[config.mk]
export PLATFORM = sky130hd
export DESIGN_NAME = div_share_arbiter_flat
export DESIGN_NICKNAME = d
export VERILOG_FILES = /design/src/rtl/div_share_arbiter_if.sv /design/src/rtl/div_share_arbiter.sv /design/src/flat_wrapper.sv
export SDC_FILE = /design/constraint.sdc
export NUM_CORES = 1
export LEC_CHECK = 0
export ABC_AREA = 1
export BUFFER_PORTS_ARGS = -buffer_cell sky130_fd_sc_hd__buf_2
export CAP_MARGIN = 30
export CORE_AREA = 3 3 183 185
export CTS_CLUSTER_DIAMETER = 40
export CTS_CLUSTER_SIZE = 10
export DETAILED_ROUTE_END_ITERATION = 16
export DIE_AREA = 0 0 186 188
export SETUP_SLACK_MARGIN = 0.02
export SYNTH_ARGS = -nofsm -noshare
export SYNTH_HDL_FRONTEND = slang
export SYNTH_SLANG_ARGS = --single-unit
[constraint.sdc]
create_clock -name clk -period 8.5 [get_ports clk]
set_clock_uncertainty 0.1 [all_clocks]
set_input_delay 0.85 -clock clk [delete_from_list [all_inputs] [get_ports clk]]
set_output_delay 0.85 -clock clk [all_outputs]
set_load 0.05 [all_outputs]
[src/rtl/div_share_arbiter_if.sv]
// Request, divider and response channels of the shared-divider arbiter.
// The arbiter uses the slave modport; requesters, divider and consumer use master.
interface div_share_arbiter_if #(
    parameter int N   = 4,
    parameter int IDW = 2,
    parameter int W   = 32
);
    logic [N-1:0]   req_valid;
    logic [N-1:0]   req_ready;
    logic [N*W-1:0] req_a;
    logic [N*W-1:0] req_b;

    logic           div_start;
    logic [W-1:0]   div_a;
    logic [W-1:0]   div_b;
    logic           div_done;
    logic [W-1:0]   div_quotient;
    logic [W-1:0]   div_remainder;

    logic           rsp_valid;
    logic           rsp_ready;
    logic [IDW-1:0] rsp_id;
    logic [W-1:0]   rsp_quotient;
    logic [W-1:0]   rsp_remainder;
    logic           rsp_error;
    logic           rsp_timeout;

    logic           busy;

    modport slave (
        input  req_valid, req_a, req_b,
        input  div_done, div_quotient, div_remainder,
        input  rsp_ready,
        output req_ready,
        output div_start, div_a, div_b,
        output rsp_valid, rsp_id, rsp_quotient, rsp_remainder, rsp_error, rsp_timeout,
        output busy
    );

    modport master (
        output req_valid, req_a, req_b,
        output div_done, div_quotient, div_remainder,
        output rsp_ready,
        input  req_ready,
        input  div_start, div_a, div_b,
        input  rsp_valid, rsp_id, rsp_quotient, rsp_remainder, rsp_error, rsp_timeout,
        input  busy
    );
endinterface

[src/rtl/div_share_arbiter.sv]
// Round-robin sharing of one start/done unsigned divider among N requesters,
// with local divide-by-zero handling and a hung-divider timeout.
//
// state     | meaning
// ----------+------------------------------------------------------------
// S_IDLE    | no operation; grant offered to first valid from rr_ptr
// S_ISSUE   | div_start pulse, timer cleared
// S_WAIT    | waiting for div_done or timer terminal count
// S_RESPOND | rsp_valid held until rsp_ready
module div_share_arbiter #(
    parameter int N       = 4,
    parameter int IDW     = 2,
    parameter int W       = 32,
    parameter int TIMEOUT = 64
) (
    input logic                clk,
    input logic                reset,
    div_share_arbiter_if.slave bus_if
);
    localparam int TW = (TIMEOUT > 2) ? $clog2(TIMEOUT) : 1;
    localparam logic [TW-1:0] TIMER_LAST = TW'(TIMEOUT - 1);

    typedef enum logic [1:0] {
        S_IDLE,
        S_ISSUE,
        S_WAIT,
        S_RESPOND
    } state_t;

    state_t          state_q;
    logic [IDW-1:0]  rr_ptr_q;
    logic [IDW-1:0]  rr_ptr_d;
    logic [IDW-1:0]  id_q;
    logic [W-1:0]    a_q;
    logic [W-1:0]    b_q;
    logic [W-1:0]    quo_q;
    logic [W-1:0]    rem_q;
    logic            err_q;
    logic            tmo_q;
    logic            start_q;
    logic            rsp_valid_q;
    logic [TW-1:0]   timer_q;

    logic [IDW-1:0]  grant;
    logic            grant_vld;
    logic            xfer;
    logic [W-1:0]    a_sel;
    logic [W-1:0]    b_sel;
    logic [N-1:0]    ready;

    // Cyclic search from rr_ptr: walk backwards so the closest valid wins.
    always_comb begin
        int             idx;
        logic [IDW-1:0] idx_l;
        grant     = '0;
        grant_vld = 1'b0;
        idx       = 0;
        idx_l     = '0;
        for (int k = N - 1; k >= 0; k--) begin
            idx = int'(rr_ptr_q) + k;
            if (idx >= N) begin
                idx = idx - N;
            end
            idx_l = IDW'(idx);
            if (bus_if.req_valid[idx_l]) begin
                grant     = idx_l;
                grant_vld = 1'b1;
            end
        end
    end

    always_comb begin
        a_sel = '0;
        b_sel = '0;
        for (int i = 0; i < N; i++) begin
            if (IDW'(i) == grant) begin
                a_sel = bus_if.req_a[i*W +: W];
                b_sel = bus_if.req_b[i*W +: W];
            end
        end
    end

    always_comb begin
        if (int'(grant) + 1 >= N) begin
            rr_ptr_d = '0;
        end else begin
            rr_ptr_d = grant + 1'b1;
        end
    end

    // Reset is folded in so req_ready reads zero while reset is held.
    assign xfer = (state_q == S_IDLE) && grant_vld && !reset;

    always_comb begin
        ready = '0;
        if (xfer) begin
            ready[grant] = 1'b1;
        end
    end

    always_ff @(posedge clk or posedge reset) begin
        if (reset) begin
            state_q     <= S_IDLE;
            rr_ptr_q    <= '0;
            id_q        <= '0;
            a_q         <= '0;
            b_q         <= '0;
            quo_q       <= '0;
            rem_q       <= '0;
            err_q       <= 1'b0;
            tmo_q       <= 1'b0;
            start_q     <= 1'b0;
            rsp_valid_q <= 1'b0;
            timer_q     <= '0;
        end else begin
            start_q <= 1'b0;
            case (state_q)
                S_IDLE: begin
                    if (xfer) begin
                        a_q      <= a_sel;
                        b_q      <= b_sel;
                        id_q     <= grant;
                        rr_ptr_q <= rr_ptr_d;
                        if (b_sel == '0) begin
                            quo_q       <= '1;
                            rem_q       <= a_sel;
                            err_q       <= 1'b1;
                            tmo_q       <= 1'b0;
                            rsp_valid_q <= 1'b1;
                            state_q     <= S_RESPOND;
                        end else begin
                            start_q <= 1'b1;
                            state_q <= S_ISSUE;
                        end
                    end
                end
                S_ISSUE: begin
                    timer_q <= '0;
                    state_q <= S_WAIT;
                end
                S_WAIT: begin
                    timer_q <= timer_q + 1'b1;
                    // A done arriving on the terminal-count cycle still wins.
                    if (bus_if.div_done) begin
                        quo_q       <= bus_if.div_quotient;
                        rem_q       <= bus_if.div_remainder;
                        err_q       <= 1'b0;
                        tmo_q       <= 1'b0;
                        rsp_valid_q <= 1'b1;
                        state_q     <= S_RESPOND;
                    end else if (timer_q == TIMER_LAST) begin
                        quo_q       <= '0;
                        rem_q       <= '0;
                        err_q       <= 1'b1;
                        tmo_q       <= 1'b1;
                        rsp_valid_q <= 1'b1;
                        state_q     <= S_RESPOND;
                    end
                end
                S_RESPOND: begin
                    if (bus_if.rsp_ready) begin
                        rsp_valid_q <= 1'b0;
                        state_q     <= S_IDLE;
                    end
                end
                default: state_q <= S_IDLE;
            endcase
        end
    end

    assign bus_if.req_ready     = ready;
    assign bus_if.div_start     = start_q;
    assign bus_if.div_a         = a_q;
    assign bus_if.div_b         = b_q;
    assign bus_if.rsp_valid     = rsp_valid_q;
    assign bus_if.rsp_id        = id_q;
    assign bus_if.rsp_quotient  = quo_q;
    assign bus_if.rsp_remainder = rem_q;
    assign bus_if.rsp_error     = err_q;
    assign bus_if.rsp_timeout   = tmo_q;
    assign bus_if.busy          = (state_q != S_IDLE);
endmodule

[src/flat_wrapper.sv]
// flat-port wrapper written by rule: the top's interface ports become plain ports
module div_share_arbiter_flat 
#(
    parameter int N       = 4,
    parameter int IDW     = 2,
    parameter int W       = 32,
    parameter int TIMEOUT = 64
)
  (clk, reset, bus_if_req_valid, bus_if_req_a, bus_if_req_b, bus_if_div_done, bus_if_div_quotient, bus_if_div_remainder, bus_if_rsp_ready, bus_if_req_ready, bus_if_div_start, bus_if_div_a, bus_if_div_b, bus_if_rsp_valid, bus_if_rsp_id, bus_if_rsp_quotient, bus_if_rsp_remainder, bus_if_rsp_error, bus_if_rsp_timeout, bus_if_busy);
  div_share_arbiter_if #(.N(N), .IDW(IDW), .W(W)) bus_if_i ();
  input logic clk;
  input logic reset;
  input wire logic [$bits(bus_if_i.req_valid)-1:0] bus_if_req_valid;
  input wire logic [$bits(bus_if_i.req_a)-1:0] bus_if_req_a;
  input wire logic [$bits(bus_if_i.req_b)-1:0] bus_if_req_b;
  input wire logic [$bits(bus_if_i.div_done)-1:0] bus_if_div_done;
  input wire logic [$bits(bus_if_i.div_quotient)-1:0] bus_if_div_quotient;
  input wire logic [$bits(bus_if_i.div_remainder)-1:0] bus_if_div_remainder;
  input wire logic [$bits(bus_if_i.rsp_ready)-1:0] bus_if_rsp_ready;
  output wire logic [$bits(bus_if_i.req_ready)-1:0] bus_if_req_ready;
  output wire logic [$bits(bus_if_i.div_start)-1:0] bus_if_div_start;
  output wire logic [$bits(bus_if_i.div_a)-1:0] bus_if_div_a;
  output wire logic [$bits(bus_if_i.div_b)-1:0] bus_if_div_b;
  output wire logic [$bits(bus_if_i.rsp_valid)-1:0] bus_if_rsp_valid;
  output wire logic [$bits(bus_if_i.rsp_id)-1:0] bus_if_rsp_id;
  output wire logic [$bits(bus_if_i.rsp_quotient)-1:0] bus_if_rsp_quotient;
  output wire logic [$bits(bus_if_i.rsp_remainder)-1:0] bus_if_rsp_remainder;
  output wire logic [$bits(bus_if_i.rsp_error)-1:0] bus_if_rsp_error;
  output wire logic [$bits(bus_if_i.rsp_timeout)-1:0] bus_if_rsp_timeout;
  output wire logic [$bits(bus_if_i.busy)-1:0] bus_if_busy;
  assign bus_if_i.req_valid = bus_if_req_valid;
  assign bus_if_i.req_a = bus_if_req_a;
  assign bus_if_i.req_b = bus_if_req_b;
  assign bus_if_i.div_done = bus_if_div_done;
  assign bus_if_i.div_quotient = bus_if_div_quotient;
  assign bus_if_i.div_remainder = bus_if_div_remainder;
  assign bus_if_i.rsp_ready = bus_if_rsp_ready;
  assign bus_if_req_ready = bus_if_i.req_ready;
  assign bus_if_div_start = bus_if_i.div_start;
  assign bus_if_div_a = bus_if_i.div_a;
  assign bus_if_div_b = bus_if_i.div_b;
  assign bus_if_rsp_valid = bus_if_i.rsp_valid;
  assign bus_if_rsp_id = bus_if_i.rsp_id;
  assign bus_if_rsp_quotient = bus_if_i.rsp_quotient;
  assign bus_if_rsp_remainder = bus_if_i.rsp_remainder;
  assign bus_if_rsp_error = bus_if_i.rsp_error;
  assign bus_if_rsp_timeout = bus_if_i.rsp_timeout;
  assign bus_if_busy = bus_if_i.busy;
  div_share_arbiter #(.N(N), .IDW(IDW), .W(W), .TIMEOUT(TIMEOUT)) u_core (.clk(clk), .reset(reset), .bus_if(bus_if_i));
endmodule
# Yosys cells after proc, flatten, opt, wreduce, memory -nomap -nowiden
# Index checks and enable logic that the tools add are counted.
[classes] eq_ne=11 add_sub_neg=10 muxes=62 n_reduce_logical=15 order_cmp=11
[op_table] operator="32-bit 2-to-1 mux" n=15
[op_table] operator="32-bit one-hot mux with 2 select lines" n=2
[op_table] operator="32-bit by 4-bit >= comparator with 1-bit output, second input constant" n=1
[op_table] operator="32-bit logical NOT" n=1
[op_table] operator="2-bit 2-to-1 mux" n=14
[op_table] operator="1-bit 2-to-1 mux" n=20
[op_table] operator="2-bit by 3-bit less-than comparator with 1-bit output, second input constant" n=5
[op_table] operator="6-bit one-hot mux with 2 select lines" n=1
[op_table] operator="3-bit >= comparator, second input constant" n=3
[op_table] operator="1-bit binary-select mux with 2-bit select" n=4
[op_table] operator="2-bit one-hot mux with 4 select lines" n=1
[op_table] operator="2-bit by 1-bit subtractor with 2-bit output, second input constant" n=4
[op_table] operator="2-bit by 1-bit adder with 3-bit output, second input constant" n=2
[op_table] operator="2-bit by 2-bit adder with 3-bit output, second input constant" n=2
[op_table] operator="6-bit by 1-bit adder with 6-bit output, second input constant" n=1
[op_table] operator="6-bit == test, second input constant" n=1
[op_table] operator="2-bit nonzero test" n=3
[op_table] operator="5-bit AND reduction" n=1
[op_table] operator="2-bit == test, first input constant" n=2
[op_table] operator="2-bit == test, second input constant" n=2
[op_table] operator="2-bit logical NOT" n=2
[op_table] operator="4-bit 2-to-1 mux" n=1
[op_table] operator="2-bit != test, second input constant" n=2
[op_table] operator="1-bit one-hot mux with 2 select lines" n=2
[op_table] operator="15 further kinds" n=17
[word_totals] output_inout_bits=139 register_bits=144

# Depth between registers and ports, before layout
[logic_depth] depth_word=18 ltp_mapped=30 depth_no_buf=25

# Worst setup path before layout
# Ideal clock, no wire load.
[synth_timing] path_type="input to output" startpoint="input port bus_if_req_valid[1]" endpoint="output port bus_if_req_ready[3]" path_buffers=3 arrival_time_ps=3317 cell_stages=11 slack_ps=4233 cell_sequence="inv_1 -> o21ai_0 -> nand2_1 -> a31o_2 -> o21ai_0 -> ha_1 -> buf_2 -> clkbuf_1 -> inv_1 -> clkbuf_1 -> nor2_1"
[synth_between] elab_chain_cells=11 word_cells_on_any_way=24
[synth_rtl] item="from (decl)" line_no="flat_wrapper.sv:13" text="input wire logic [$bits(bus_if_i.req_valid)-1:0] bus_if_req_valid;"
[synth_rtl] item="1-bit binary-select mux with 2-bit select" line_no="div_share_arbiter.sv:65" text="if (bus_if.req_valid[idx_l]) begin"
[synth_rtl] item="1-bit 2-to-1 mux (implied by the code)" line_no="div_share_arbiter.sv:65"
[synth_rtl] item="2-bit 2-to-1 mux (3 in a row)" line_no="div_share_arbiter.sv:65"
[synth_rtl] item="2-bit 2-to-1 mux *" line_no="div_share_arbiter.sv:65"
[synth_rtl] item="net u_core.grant[0]" line_no="div_share_arbiter.sv:44" text="logic [IDW-1:0] grant;"
[synth_rtl] item="2-bit by 3-bit less-than comparator with 1-bit output (implied by the code) or 2-bit by 1-bit >= comparator with 1-bit output (tied branches)" line_no="div_share_arbiter.sv:97" text="ready[grant] = 1'b1;"
[synth_rtl] item="1-bit logical AND (implied by the code)" line_no="div_share_arbiter.sv:97"
[synth_rtl] item="1-bit 2-to-1 mux (implied by the code)" line_no="div_share_arbiter.sv:97"
[synth_rtl] item="1-bit demux with 2-bit select *"
[synth_rtl] item="4-bit 2-to-1 mux *" line_no="div_share_arbiter.sv:96" text="if (xfer) begin"
[synth_rtl] item="to (decl)" line_no="flat_wrapper.sv:20" text="output wire logic [$bits(bus_if_i.req_ready)-1:0] bus_if_req_ready;"
# The timed path passes the listed nets; every way through them passes the cells marked *. The select of a mux whose other input is x is not followed.

# Final worst setup path
[layout_timing] startpoint="register u_core.rr_ptr_q[0]" endpoint="register u_core.quo_q[17] (netlist: u_core.bus_if.rsp_quotient[17])"
[layout_between] elab_chain_cells=17 word_cells_on_any_way=45
[layout_rtl] item="from (decl)" line_no="div_share_arbiter.sv:31" text="logic [IDW-1:0] rr_ptr_q;"
[layout_rtl] item="from (signal assigned)" line_no="div_share_arbiter.sv:123" text="rr_ptr_q <= rr_ptr_d;"
[layout_rtl] item="2-bit by 2-bit adder with 3-bit output" line_no="div_share_arbiter.sv:60" text="idx = int'(rr_ptr_q) + k;"
[layout_rtl] item="3-bit >= comparator or 2-bit by 1-bit subtractor with 2-bit output (tied branches)" line_no="div_share_arbiter.sv:61, div_share_arbiter.sv:62"
[layout_rtl] item="2-bit 2-to-1 mux" line_no="div_share_arbiter.sv:61" text="if (idx >= N) begin"
[layout_rtl] item="1-bit binary-select mux with 2-bit select" line_no="div_share_arbiter.sv:65"
[layout_rtl] item="1-bit 2-to-1 mux (implied by the code)" line_no="div_share_arbiter.sv:65"
[layout_rtl] item="2-bit 2-to-1 mux (3 in a row)" line_no="div_share_arbiter.sv:65"
[layout_rtl] item="2-bit 2-to-1 mux *" line_no="div_share_arbiter.sv:65"
[layout_rtl] item="net u_core.grant[0]" line_no="div_share_arbiter.sv:44"
[layout_rtl] item="2-bit logical NOT" line_no="div_share_arbiter.sv:76" text="if (IDW'(i) == grant) begin"
[layout_rtl] item="32-bit 2-to-1 mux (3 in a row)" line_no="div_share_arbiter.sv:76"
[layout_rtl] item="32-bit 2-to-1 mux *" line_no="div_share_arbiter.sv:76"
[layout_rtl] item="32-bit logical NOT *" line_no="div_share_arbiter.sv:124" text="if (b_sel == '0) begin"
[layout_rtl] item="2-bit != test (no line) *"
[layout_rtl] item="4-bit AND reduction (no line) *"
[layout_rtl] item="to (signal assigned)" line_no="div_share_arbiter.sv:145" text="quo_q <= bus_if.div_quotient;"
[layout_rtl] item="to (decl)" line_no="div_share_arbiter.sv:36" text="logic [W-1:0] quo_q;"
# Marked as above.
# A chain may end at the register's enable or synchronous reset.

==> impl_metrics.ini <==
[status]
status = completed

[worst_setup_path]
critPathSlowestCell = ha_2
cpPeakStageDelay_ps = 850
crit_cells = 20
critPathBufInv = 3
crit_fanout = 63
end_kind = flip-flop
criticalPathCategory = flip-flop to flip-flop
worst_ep_required_time_ps = 8750
cp_common_cell = nand2_1
critPathLaunchType = flip-flop
crit_chain = inv_1 -> o21ai_0 -> nand2_1 -> a31o_2 -> o21ai_0 -> ha_2 -> nor2_4 -> buf_4 -> nand2_1 -> nand2_1 -> a21boi_0 -> nand2_1 -> nor2_1 -> nand2_1 -> nor2_2 -> nand2_1 -> nand2_2 -> buf_4 -> nand3_1 -> nand2_1
cp_top_family = simple AND/OR/NAND/NOR gates
arrival_ps = 5790
reg2regPathDepth = 20

[timing]
fmax_mhz = 180
setup_slack_ps = 2960
worstMarginPinSlew_ps = 839
timing.max_slew.rel_slack_pct = 44.0
fin_crit_sh_pct = 65.2
min_period_ps = 5540
rsz0062_at_grt = false
hold_violations = 0
final-max-slew-violation-count = 0
tns_ps = 0
finalSetupViolCount = 0

[floorplanning]
initial_utilization_pct = 27.2
fp-row-count = 66
ioPinCount = 467
core_area_mm2 = 0.0322
dieWidth_um = 186
dieArea_mm2 = 0.0350
die_h_um = 188

[route]
wire_per_inst_um = 17.9
ant_nets = 0
vias = 10200
wl_mm = 37.6
vias_per_cell = 4.86
drt_iter0_drc = 581
drc = 0
drt-pass1-iter-count = 4

[global_routing]
grt_max_degree = 80
grt_pass1_vias = 9924
grt-ovfl-total = 0
antenna_found_initial = 4
grt_first_pass_wirelength_mm = 55.6
grt.total_usage_pct = 20.5

[synthesis]
muxShareOfSynthArea_pct = 0
synth_top_family_by_area = simple AND/OR/NAND/NOR gates
syn_avg_cell_area_um2 = 6.91
syn-cell-area_mm2 = 0.00877
syn_nets = 1607
synth-xor-area-share_pct = 0.0998
ys_ff_latch = 144
synth-simple-area-share_pct = 31.1
yosys.area.top_type = dfrtp_1
ys_types = 27
yosys-top-cells-area = dfrtp_1 (41%), nand2_1 (19%), nand3_1 (6.3%)
syn_inst = 1269
yosysSeqAreaShare_pct = 41.1
synth_edf_count = 0
ys.flop_type = dfrtp_1
synth_compound_area_share_pct = 18.3
async_flop_share_pct = 100
ys_warn_count = 0
synth_fa_ha_area_share_pct = 1.43
synth_top_area_share_pct = 41.1

[final_layout]
area_growth_pct = 36.0
nets = 2011
drive_gt1_share_pct = 31.4
antenna_cells = 0

[cts]
cts.clk_slew.worst_paths_ps = 70
clk_latency_ps = 420
ctsHoldBuffers = 0
numCtsBuffers = 17
post_cts.repair.setup_buffers = 0
clockBufferDepth = 2
clock-root-buffer = clkbuf_16
cts.repair.resized = 0
cts_tree = done
htreeDepth = 4
clock_sinks = 144

[placed_design]
gp_congestion = 0.931
io_buffers = 466
pre_cts_ws_ps = 2620
dp_hpwl_mm = 28.5

[worst_hold_path]
whs_path_depth = 2
hold_path_class = flip-flop to flip-flop

[job]
max_cap_viol_count = 0
-- sequential cells by signal (all words and copies together), names as in the netlist --
register	cells
u_core.bus_if.rsp_remainder	32
u_core.state_q	2
u_core.bus_if.div_a	32
u_core.timer_q	6
u_core.bus_if.rsp_id	2
u_core.bus_if.rsp_timeout	1
u_core.bus_if.rsp_valid	1
u_core.bus_if.rsp_quotient	32
u_core.rr_ptr_q	2
u_core.bus_if.rsp_error	1
u_core.bus_if.div_start	1
u_core.bus_if.div_b	32
-- cells in the mapped netlist (3+ instances only) --
cell type and number:
nand2_1 435, dfrtp_1 144, nor2_1 121, nand3_1 111, a21oi_1 107, o21ai_0 102
inv_1 55, clkbuf_1 49, a22o_1 32, a21boi_1 27, buf_2 26, buf_6 10
ha_1 10, buf_1 6, nor3_1 6, a21boi_0 5, buf_4 5, inv_2 3
o21ai_1 3
-- metal layers --
metal / vias up / GRT usage (%) / wire, um
li1: 4936 / - / -
met1: 4702 / 24.2 / 14800
met2: 487 / 36.0 / 18400
met3: 54 / 5.04 / 2980
met4: 8 / 7.56 / 1250
met5: - / 0 / 53
-- final timing paths --
kind	from	to	slack, ps
min reg2reg	u_core.bus_if.rsp_remainder[30]	u_core.bus_if.rsp_remainder[30]	370
max	u_core.rr_ptr_q[0]	u_core.bus_if.rsp_quotient[17]	2960
min	u_core.bus_if.rsp_remainder[30]	u_core.bus_if.rsp_remainder[30]	370
max reg2reg	u_core.rr_ptr_q[0]	u_core.bus_if.rsp_quotient[17]	2960
max in group asynchronous	reset	u_core.bus_if.div_b[30]	6790
min in group asynchronous	reset	u_core.bus_if.rsp_quotient[26]	440
-- cells by family after synthesis --
kind of cell | Yosys count
adders and majority gates | 10
xor gates and xnor gates | 1
buffers and inverters | 154
AOI/OAI and AO/OA | 279
DFF | 144
and+or+nand+nor | 681
-- layout make-up --
cell class / count / area [um^2]
Clock buffer: 18 / 439
Tap cell: 408 / 510
Sequential cell: 144 / 3600
Timing Repair Buffer: 481 / 2460
Multi-Input combinational cell: 971 / 4520
Inverter: 58 / 223
Clock inverter: 14 / 181
Fill cell: 3502 / 20300
-- tightest hold or removal path, cell delays in order (launching register included) --
cell     delay [ps]
dfrtp_1         340
nand2_1          50
nand2_1          50
-- per-stage QoR --
stage	hold WS, ps	instances	util [%]	cell area, um^2
5_1_grt	388	2094	37.1	11900
4_1_cts	371	2093	37.0	11900
3_3_place_gp	349	2061	35.1	11300
6_report	368	2094	37.1	11900
3_5_place_dp	355	2061	35.1	11300
2_1_floorplan	372	1269	-	8770
-- layout by cell type (no fill, tap or decap), types with 14 or more instances in the layout --
cell       instances
o21ai_0          102
clkbuf_16         17
a22o_1            32
a21oi_1          106
inv_1             54
nand3_1          111
nand2_1          434
dfrtp_1          144
a21boi_1          27
buf_4             14
buf_2            466
nor2_1           121
Power is not shown: default switching activity piles up to over one toggle a cycle in this logic, so the estimate is an artifact.
